[src/rtl/sample_player_pkg.sv]
// Shared types and constants for the sample player and its DAC serializer.
package sample_player_pkg;

  localparam int SAMPLE_W = 12;
  localparam int FRAME_W  = 16;
  localparam int WORD_W   = 2 * SAMPLE_W;

  localparam logic [3:0] DAC_CFG_DEFAULT = 4'b0011;

  typedef enum logic [1:0] {
    ST_IDLE = 2'd0,
    ST_REQ  = 2'd1,
    ST_WAIT = 2'd2
  } fetch_state_e;

  function automatic logic [FRAME_W-1:0] build_frame(input logic [3:0]          cfg,
                                                      input logic [SAMPLE_W-1:0] sample);
    return {cfg, sample};
  endfunction

endpackage

[src/rtl/sample_player_if.sv]
// Read handshake between the sample player and the upstream packed-sample buffer.
interface sample_player_if;
  import sample_player_pkg::*;

  logic              rd;
  logic [WORD_W-1:0] data_in;
  logic              outbyte;

  modport master (output rd, input data_in, input outbyte);
  modport slave  (input rd, output data_in, output outbyte);

endinterface

[src/rtl/sample_player_dac_spi_tx.sv]
// 16-bit MSB-first serializer for the DAC: cs_n low for 32 SCK half-periods,
// sck idles low, mosi moves on the falling edge.
module dac_spi_tx
  import sample_player_pkg::*;
#(
  parameter int SCK_DIV = 4
) (
  input  logic               i_clk,
  input  logic               i_resetn,
  input  logic               i_start,
  input  logic [FRAME_W-1:0] i_word,
  output logic               o_cs_n,
  output logic               o_sck,
  output logic               o_mosi,
  output logic               o_busy
);

  localparam int DIV_W = $clog2(SCK_DIV) + 1;

  logic [DIV_W-1:0]   r_div;
  logic [4:0]         r_half;
  logic [FRAME_W-1:0] r_shift;
  logic               r_cs_n;
  logic               r_sck;
  logic               r_mosi;
  logic               r_busy;
  logic               w_half_end;

  assign w_half_end = (r_div == DIV_W'(SCK_DIV - 1));

  // Frame sequencer: even half-periods hold sck low, odd ones high; shift on the fall.
  always_ff @(posedge i_clk) begin
    if (!i_resetn) begin
      r_div   <= '0;
      r_half  <= 5'd0;
      r_shift <= '0;
      r_cs_n  <= 1'b1;
      r_sck   <= 1'b0;
      r_mosi  <= 1'b0;
      r_busy  <= 1'b0;
    end else if (!r_busy) begin
      r_div  <= '0;
      r_half <= 5'd0;
      r_sck  <= 1'b0;
      if (i_start) begin
        r_busy  <= 1'b1;
        r_cs_n  <= 1'b0;
        r_shift <= i_word;
        r_mosi  <= i_word[FRAME_W-1];
      end else begin
        r_busy <= 1'b0;
        r_cs_n <= 1'b1;
        r_mosi <= 1'b0;
      end
    end else if (w_half_end) begin
      r_div <= '0;
      if (r_half == 5'd31) begin
        r_busy <= 1'b0;
        r_cs_n <= 1'b1;
        r_sck  <= 1'b0;
        r_mosi <= 1'b0;
      end else begin
        r_half <= r_half + 5'd1;
        r_sck  <= ~r_sck;
        if (r_sck) begin
          r_shift <= {r_shift[FRAME_W-2:0], 1'b0};
          r_mosi  <= r_shift[FRAME_W-2];
        end else begin
          r_shift <= r_shift;
        end
      end
    end else begin
      r_div <= r_div + DIV_W'(1);
    end
  end

  assign o_cs_n = r_cs_n;
  assign o_sck  = r_sck;
  assign o_mosi = r_mosi;
  assign o_busy = r_busy;

endmodule

[src/rtl/sample_player.sv]
// Plays packed 12-bit sample pairs from an upstream buffer to a serial DAC at a
// fixed sample rate, fetching a new word whenever both slots have been played.
module sample_player
  import sample_player_pkg::*;
#(
  parameter int         CLK_DIV    = 2268,
  parameter int         SCK_DIV    = 4,
  parameter logic [3:0] DAC_CFG    = DAC_CFG_DEFAULT,
  parameter int         RD_TIMEOUT = 4
) (
  input  logic                i_clk,
  input  logic                i_resetn,
  input  logic                i_en,
  sample_player_if.master     buf_if,
  output logic                o_dac_cs_n,
  output logic                o_dac_sck,
  output logic                o_dac_mosi,
  output logic [SAMPLE_W-1:0] o_sample_out,
  output logic                o_sample_valid,
  output logic                o_underrun,
  output logic                o_busy
);

  localparam int CNT_W  = $clog2(CLK_DIV);
  localparam int WAIT_W = $clog2(RD_TIMEOUT) + 1;

  fetch_state_e        r_state;
  fetch_state_e        w_next_state;
  logic [CNT_W-1:0]    r_rate_cnt;
  logic [WAIT_W-1:0]   r_wait_cnt;
  logic [WORD_W-1:0]   r_word;
  logic [1:0]          r_remaining;
  logic [SAMPLE_W-1:0] r_sample_out;
  logic                r_rd;
  logic                r_sample_valid;
  logic                r_underrun;
  logic [SAMPLE_W-1:0] w_next_sample;
  logic [SAMPLE_W-1:0] w_frame_sample;
  logic [FRAME_W-1:0]  w_frame_word;
  logic                w_tick;
  logic                w_load;
  logic                w_has_sample;

  assign w_tick       = i_en && (r_rate_cnt == CNT_W'(CLK_DIV - 1));
  assign w_has_sample = (r_remaining != 2'd0);

  // Sample-rate counter; disabling playback holds it at zero.
  always_ff @(posedge i_clk) begin
    if (!i_resetn) begin
      r_rate_cnt <= '0;
    end else if (!i_en || w_tick) begin
      r_rate_cnt <= '0;
    end else begin
      r_rate_cnt <= r_rate_cnt + CNT_W'(1);
    end
  end

  // Fetch FSM next state; a timed-out read returns to IDLE without loading.
  always_comb begin
    w_next_state = r_state;
    w_load       = 1'b0;
    case (r_state)
      ST_IDLE: begin
        if (i_en && !w_has_sample) w_next_state = ST_REQ;
        else                       w_next_state = ST_IDLE;
      end
      ST_REQ: begin
        w_next_state = ST_WAIT;
      end
      ST_WAIT: begin
        if (buf_if.outbyte) begin
          w_next_state = ST_IDLE;
          w_load       = 1'b1;
        end else if (r_wait_cnt == WAIT_W'(RD_TIMEOUT - 1)) begin
          w_next_state = ST_IDLE;
        end else begin
          w_next_state = ST_WAIT;
        end
      end
      default: begin
        w_next_state = ST_IDLE;
      end
    endcase
  end

  // Fetch FSM state, read strobe and WAIT timeout counter.
  always_ff @(posedge i_clk) begin
    if (!i_resetn) begin
      r_state    <= ST_IDLE;
      r_rd       <= 1'b0;
      r_wait_cnt <= '0;
    end else begin
      r_state <= w_next_state;
      r_rd    <= (w_next_state == ST_REQ);
      if (r_state == ST_WAIT) r_wait_cnt <= r_wait_cnt + WAIT_W'(1);
      else                    r_wait_cnt <= '0;
    end
  end

  // Slot selection: low half plays first; an underrun re-sends the last sample.
  always_comb begin
    w_next_sample  = r_word[SAMPLE_W-1:0];
    w_frame_sample = r_sample_out;
    if (r_remaining == 2'd1) w_next_sample = r_word[WORD_W-1:SAMPLE_W];
    else                     w_next_sample = r_word[SAMPLE_W-1:0];
    if (w_tick && w_has_sample) w_frame_sample = w_next_sample;
    else                        w_frame_sample = r_sample_out;
  end

  assign w_frame_word = build_frame(DAC_CFG, w_frame_sample);

  // Slot buffer and sample outputs. A load only happens with no slots left, so
  // it never competes with a decrement; a coinciding tick still sees the old count.
  always_ff @(posedge i_clk) begin
    if (!i_resetn) begin
      r_word         <= '0;
      r_remaining    <= 2'd0;
      r_sample_out   <= '0;
      r_sample_valid <= 1'b0;
      r_underrun     <= 1'b0;
    end else begin
      r_sample_valid <= w_tick && w_has_sample;
      r_underrun     <= w_tick && !w_has_sample;
      if (w_load) begin
        r_word      <= buf_if.data_in;
        r_remaining <= 2'd2;
      end else if (w_tick && w_has_sample) begin
        r_remaining <= r_remaining - 2'd1;
      end else begin
        r_remaining <= r_remaining;
      end
      if (w_tick && w_has_sample) r_sample_out <= w_next_sample;
      else                        r_sample_out <= r_sample_out;
    end
  end

  dac_spi_tx #(
    .SCK_DIV (SCK_DIV)
  ) u_spi (
    .i_clk    (i_clk),
    .i_resetn (i_resetn),
    .i_start  (w_tick),
    .i_word   (w_frame_word),
    .o_cs_n   (o_dac_cs_n),
    .o_sck    (o_dac_sck),
    .o_mosi   (o_dac_mosi),
    .o_busy   (o_busy)
  );

  assign buf_if.rd      = r_rd;
  assign o_sample_out   = r_sample_out;
  assign o_sample_valid = r_sample_valid;
  assign o_underrun     = r_underrun;

endmodule

[src/flat_wrapper.sv]
// flat-port wrapper written by rule: the top's interface ports become plain ports
module sample_player_flat import sample_player_pkg::*;
#(
  parameter int         CLK_DIV    = 2268,
  parameter int         SCK_DIV    = 4,
  parameter logic [3:0] DAC_CFG    = DAC_CFG_DEFAULT,
  parameter int         RD_TIMEOUT = 4
)
  (i_clk, i_resetn, i_en, o_dac_cs_n, o_dac_sck, o_dac_mosi, o_sample_out, o_sample_valid, o_underrun, o_busy, buf_if_rd, buf_if_data_in, buf_if_outbyte);
  sample_player_if buf_if_i ();
  input  logic i_clk;
  input  logic i_resetn;
  input  logic i_en;
  output logic o_dac_cs_n;
  output logic o_dac_sck;
  output logic o_dac_mosi;
  output logic [SAMPLE_W-1:0] o_sample_out;
  output logic o_sample_valid;
  output logic o_underrun;
  output logic o_busy;
  output wire logic [$bits(buf_if_i.rd)-1:0] buf_if_rd;
  input wire logic [$bits(buf_if_i.data_in)-1:0] buf_if_data_in;
  input wire logic [$bits(buf_if_i.outbyte)-1:0] buf_if_outbyte;
  assign buf_if_rd = buf_if_i.rd;
  assign buf_if_i.data_in = buf_if_data_in;
  assign buf_if_i.outbyte = buf_if_outbyte;
  sample_player #(.CLK_DIV(CLK_DIV), .SCK_DIV(SCK_DIV), .DAC_CFG(DAC_CFG), .RD_TIMEOUT(RD_TIMEOUT)) u_core (.i_clk(i_clk), .i_resetn(i_resetn), .i_en(i_en), .buf_if(buf_if_i), .o_dac_cs_n(o_dac_cs_n), .o_dac_sck(o_dac_sck), .o_dac_mosi(o_dac_mosi), .o_sample_out(o_sample_out), .o_sample_valid(o_sample_valid), .o_underrun(o_underrun), .o_busy(o_busy));
endmodule
[config.mk]
export PLATFORM = sky130hd
export DESIGN_NAME = sample_player_flat
export DESIGN_NICKNAME = d
export VERILOG_FILES = /design/src/rtl/sample_player_pkg.sv /design/src/rtl/sample_player_if.sv /design/src/rtl/sample_player_dac_spi_tx.sv /design/src/rtl/sample_player.sv /design/src/flat_wrapper.sv
export SDC_FILE = /design/constraint.sdc
export NUM_CORES = 1
export LEC_CHECK = 0
export BUFFER_PORTS_ARGS = -buffer_cell sky130_fd_sc_hd__buf_2
export CORE_AREA = 2 2 101 83
export CTS_CLUSTER_DIAMETER = 50
export DETAILED_ROUTE_END_ITERATION = 16
export DIE_AREA = 0 0 103 85
export PLACE_DENSITY_LB_ADDON = 0.25
export RECOVER_POWER = 25
export SKIP_CTS_REPAIR_TIMING = 1
export SYNTH_ARGS = -nofsm -noshare
export SYNTH_HDL_FRONTEND = slang
export SYNTH_SLANG_ARGS = --single-unit
[constraint.sdc]
create_clock -name i_clk -period 2.9 [get_ports i_clk]
set_input_delay 0.58 -clock i_clk [delete_from_list [all_inputs] [get_ports i_clk]]
set_output_delay 0.58 -clock i_clk [all_outputs]
set_load 0.01 [all_outputs]
; ---- Word-level counts from Yosys, hierarchy flattened
; Cells that the tools add are included.
[classes]
eq_ne = 12
n_reduce_logical = 21
n_addsub = 5
n_bitwise = 4
mux = 26
[op_table]
columns = cell, n
row1 = $mux 15, 5
row2 = $mux 12, 2
row3 = $mux 1, 14
row4 = $add 12x1->12 const B, 1
row5 = $eq 12x12->1 const B, 1
row6 = $reduce_and 2->1, 5
row7 = $mux 2, 4
row8 = $reduce_bool 2->1, 4
row9 = $add 3x1->3 const B, 2
row10 = $eq 2x1->1 const B, 3
row11 = $eq 3x2->1 const B, 2
row12 = $pmux 2 s3, 1
row13 = $add 5x1->5 const B, 1
row14 = $eq 5x5->1 const B, 1
row15 = $logic_and 1x1->1, 4
row16 = $ne 2x1->1 const B, 2
row17 = $ne 2x2->1 const B, 2
row18 = $not 1->1, 4
row19 = $reduce_and 4->1, 1
row20 = $reduce_or 2->1, 2
row21 = $reduce_or 3->1, 1
row22 = $eq 2x2->1 const B, 1
row23 = $logic_not 1->1, 2
row24 = $logic_not 2->1, 1
row25 = other kinds (2), 2
[totals]
word_cells = 85
regBits = 85
in_bits = 28
output_inout_bits = 19

; ---- Longest topological paths before layout
[logic_depth]
ltp_word = 6
depth_mapped = 10
ltp_nobuf = 7

; ---- Cells and area by module
; A second synthesis with hierarchy kept.
[hier_totals]
cells_unflattened = 399
area_unflattened_um2 = 3738.6
[modules_own_cells]
columns = mod, area_per_inst_um2, n_inst, cells_per_inst, seq_area_each_um2
row1 = sample_player, 2473.6, 1, 273, 1161.1
row2 = dac_spi_tx, 1265.0, 1, 126, 540.5

; ---- Worst setup path before layout
; No wires, ideal clock.
[synth_timing]
kind = reg-to-reg
startpoint = register u_core.u_spi.r_half[0]
endpoint = register u_core.u_spi.r_shift[10]
setup_ps = 91
synth_period_minus_slack_ps = 2301
path_buffers = 3
arrival_ps = 2210
stages_incl_launch_ff = 11
required_ps = 2809
path_slack_ps = 599
path_cell_list = dfxtp_1 ha_1 and3_1 ha_1 nor2b_1 clkbuf_1 and3_1 clkbuf_1 clkbuf_1 nor3_1 a311oi_1
[synth_via]
elab_chain_cells = 3
[synth_rtl]
columns = element, line
row1 = start: declaration, sample_player_dac_spi_tx.sv:21  ; logic [4:0] r_half;
row2 = start signal: assignment, sample_player_dac_spi_tx.sv:63  ; r_half <= r_half + 5'd1;
row3 = $eq 5x5->1, sample_player_dac_spi_tx.sv:57  ; if (r_half == 5'd31) begin
row4 = $ne 2x2->1 (no line), --
row5 = $reduce_and 4->1 (no line), --
row6 = end signal: assignment, sample_player_dac_spi_tx.sv:48  ; r_shift <= i_word;
row7 = end signal: assignment, sample_player_dac_spi_tx.sv:66  ; r_shift <= {r_shift[FRAME_W-2:0], 1'b0};
row8 = end signal: assignment, sample_player_dac_spi_tx.sv:69  ; r_shift <= r_shift;
row9 = end: declaration, sample_player_dac_spi_tx.sv:22  ; logic [FRAME_W-1:0] r_shift;
; Every way passes these cells.
; A chain may end at the register's enable or synchronous reset.

; ---- Worst setup path in the final report
[layout_timing]
startpoint = register u_core.r_rate_cnt[8]
endpoint = register u_core.u_spi.r_shift[7]
[layout_via]
elab_chain_cells = 6
word_cells_on_any_way = 8
cone_classes = 1 x eq/ne / 3 x mux / 4 x reduce/logical
[layout_rtl]
columns = element, line
row1 = start: declaration, sample_player.sv:29  ; logic [CNT_W-1:0] r_rate_cnt;
row2 = start signal: assignment, sample_player.sv:54  ; r_rate_cnt <= r_rate_cnt + CNT_W'(1);
row3 = $eq 12x12->1 *, sample_player.sv:44  ; assign w_tick = i_en && (r_rate_cnt == CNT_W'(CLK_DIV - 1));
row4 = $logic_and 1x1->1 *, sample_player.sv:44
row5 = $logic_and 1x1->1, sample_player.sv:106  ; if (w_tick && w_has_sample) w_frame_sample = w_next_sample;
row6 = $mux 12, --
row7 = $mux 15, sample_player_dac_spi_tx.sv:45  ; if (i_start) begin
row8 = $mux 15, sample_player_dac_spi_tx.sv:41  ; end else if (!r_busy) begin
; Mark *: on every way between the ends. The rest lies on a longest branch, timed or not. The select of a mux whose other input is x is not followed.

==> impl_metrics.csv <==
group,metric,value,unit
timing,slew_viol_final,0,
logic_synthesis,avgSynthCellArea,8.94,um2
floorplan,die_height,85,um
route,routedWlPerCell,13.7,um
route,vias,2913,
layout,finalNonFillerCells,555,
place,place_inst,539,
layout,synthToLayoutAreaGrowth,13.0,%
hold_path,hold_class,"flop to flop",
logic_synthesis,synthFlopType,"dfxtp_1",
clock_network,clk_latency,350,ps
timing,finClkSkew,12.1,ps
logic_synthesis,synth_cell_types,44,
timing,setup_violations,0,
logic_synthesis,synth-seq-cells,85,
timing,fmaxAchievable,0.429,GHz
timing,worstMarginPinSlew,988,ps
global_routing,grt.overflow.total,0,
place,io_buffers,46,
global_routing,grt_usage,18.4,%
route,drtAntennaViolNets,0,
place,gp_congestion,0.806,
route,vias_per_cell,5.25,
place,dp_hpwl,5.27,mm
worst_setup_path,worstSetupPathType,"flop to flop",
floorplan,core_area,7760,um2
worst_setup_path,cp-start-kind,"flop",
worst_setup_path,critPathMaxFanout,12,
clock_network,cts_buffers,9,
route,route.detailed.drc,0,
layout,final_common_cell,"dfxtp_1",
global_routing,grt_max_degree,26,
worst_setup_path,max_stage_delay,670,ps
floorplan,die_w,103,um
logic_synthesis,synth_cells,407,
worst_setup_path,path_cells,"or4b_1 > or4_1 > nand2_1 > a311oi_1",
global_routing,grt_pass1_wl,12.8,mm
route,wirelength,7.62,mm
outcome,status,"completed",
route,drt_iter0_drc,110,
logic_synthesis,syn-num-nets,444,
worst_setup_path,cp.required,3100,ps
logic_synthesis,ys_async_sr_fraction,0,%
logic_synthesis,synthesis.area,3640,um2
floorplan,ios,47,
clock_network,cts_sinks,85,
power_and_ir_drop,cellPowerDensity,521,nW/um2
worst_setup_path,path_delay_family,"simple AND/OR/NAND/NOR gates",
logic_synthesis,synth_edf_count,0,
timing,fin_crit,2330,ps
floorplan,num_rows,29,
layout,layout.nets,479,
clock_network,ctsLongestPathBuffers,2,
timing,fin_crit_sh,80.4,%
clock_network,cts_tree,"built",
power_and_ir_drop,power.leakage,1.48,nW
timing,max_slew_margin,34.2,%
logic_synthesis,synth_warnings,0,
route,drtPass1Iterations,5,
clock_network,htree_levels,3,
power_and_ir_drop,ir_drop,0.254,mV
clock_network,root_buffer,"clkbuf_8",
job,cap_viol_max_count,0,
layout,diodes,0,
timing,fin_setup_tns,0,ps
worst_setup_path,slowest_stage,"or4b_1",
layout,drive_above_1_share,16.1,%
layout,mostFrequentLayoutCells,"dfxtp_1 (85), nand2_1 (76), nor2_1 (28), buf_2 (28), a21oi_1 (25)",
layout,nFillCells,780,
timing,rsz0062_at_grt,"no",
worst_setup_path,worstPathBufferInverterCount,0,
floorplan,start_util,46.9,%
clock_network,clk_pin_slew,90,ps
global_routing,grt_pass1_vias,2750,
timing,finalHoldViolCount,0,
worst_setup_path,crit_path_end_kind,"flop",
floorplan,die_area,8760,um2
worst_setup_path,critPathArrivalTime,2530,ps
logic_synthesis,yosysSeqAreaShare,46.8,%
global_routing,antenna_found_initial,0,
==> logic make-up after synthesis <==
group,Yosys count,share of synthesized area (%)
compound gates,78,16.3
xor+xnor,14,3.37
fa+ha+maj,9,3.09
buf+inv,51,6.12
flops,85,46.8
mux,18,5.85
simple gates,152,18.5
==> registers in the layout, indices dropped and copies added (netlist names) <==
register	count
u_core.buf_if.rd	1
u_core.o_sample_out	12
u_core.o_sample_valid	1
u_core.o_underrun	1
u_core.r_rate_cnt	12
u_core.r_remaining	2
u_core.r_state	2
u_core.r_wait_cnt	3
u_core.r_word	24
u_core.u_spi.o_busy	1
u_core.u_spi.o_cs_n	1
u_core.u_spi.o_mosi	1
u_core.u_spi.o_sck	1
u_core.u_spi.r_div	3
u_core.u_spi.r_half	5
u_core.u_spi.r_shift	15
==> final timing paths <==
| kind | start | to | slack [ps] | depth (start not counted) |
|---|---|---|---|---|
| worst max-delay path | u_core.r_rate_cnt[8] | u_core.u_spi.r_shift[7] | 570 | 4 |
| worst min-delay path | u_core.r_wait_cnt[0] | u_core.r_wait_cnt[0] | 420 | 1 |
| worst max register to register | u_core.r_rate_cnt[8] | u_core.u_spi.r_shift[7] | 570 | 4 |
| worst min register to register | u_core.r_wait_cnt[0] | u_core.r_wait_cnt[0] | 420 | 1 |
==> worst register-to-register path, cell delays in order (launching register included) <==
cell      delay, ps
dfxtp_1         340
or4b_1          670
or4_1           630
nand2_1         390
a311oi_1        170
==> stage by stage <==
step	worst slack [ps]	power, W	cell area, um2	hold WS, ps	util (%)
3_5_place_dp	565	0.00129	3920	415	50.5
3_3_place_gp	652	0.00128	3920	412	50.5
2_1_floorplan	599	0.00125	3640	398	-
6_report	567	0.00214	4110	425	52.9
4_1_cts	550	0.00218	4140	428	53.3
5_1_grt	432	0.00223	4110	441	52.9
==> synthesized netlist by cell type (2+ instances only) <==
master,n,area (um2)
ha_1,9,113
xnor2_1,10,87.6
nand3_1,9,45.0
mux2i_1,4,40.0
nor3_1,19,95.1
nand4_1,2,12.5
nand2b_1,2,12.5
mux2_2,12,135
nor4_1,2,12.5
o21ai_0,2,10.0
and3_1,3,18.8
a21oi_1,25,125
o211ai_2,5,62.6
buf_2,4,20.0
inv_1,20,75.1
o41ai_1,11,96.3
xor2_1,4,35.0
o211a_1,11,110
nand2_1,76,285
o211ai_1,6,45.0
nor2b_1,2,12.5
or4_1,2,15.0
buf_6,2,22.5
dfxtp_1,85,1700
clkbuf_1,23,86.3
nor2_1,28,105
a31oi_1,3,18.8
a311oi_1,10,87.6
==> where the power goes <==
group          switching (W)  total (W)  internal (W)
Clock               0.000429   0.000885      0.000456
Combinational      0.0000440  0.0000721     0.0000282
Sequential        0.00000700    0.00119       0.00118
==> final cells by class <==
cell class	count	area [um2]	area share, %
flip-flops and latches	85	1700	41.4
well taps	108	135	3.29
repair buffers	54	264	6.42
inverters	21	78.8	1.92
clock inverters	5	66.3	1.61
multi-input cells	271	1710	41.7
clock buffers	11	151	3.68
==> per-layer routing <==
layer	global-route usage (%)	vias up	part of all wire, %
li1	-	1485	-
met2	27.0	69	42
met1	26.2	1357	52
met3	5.11	2	5.1
met4	5.50	0	0.38
met5	0	-	0
Power figures use the tool's default switching activity.
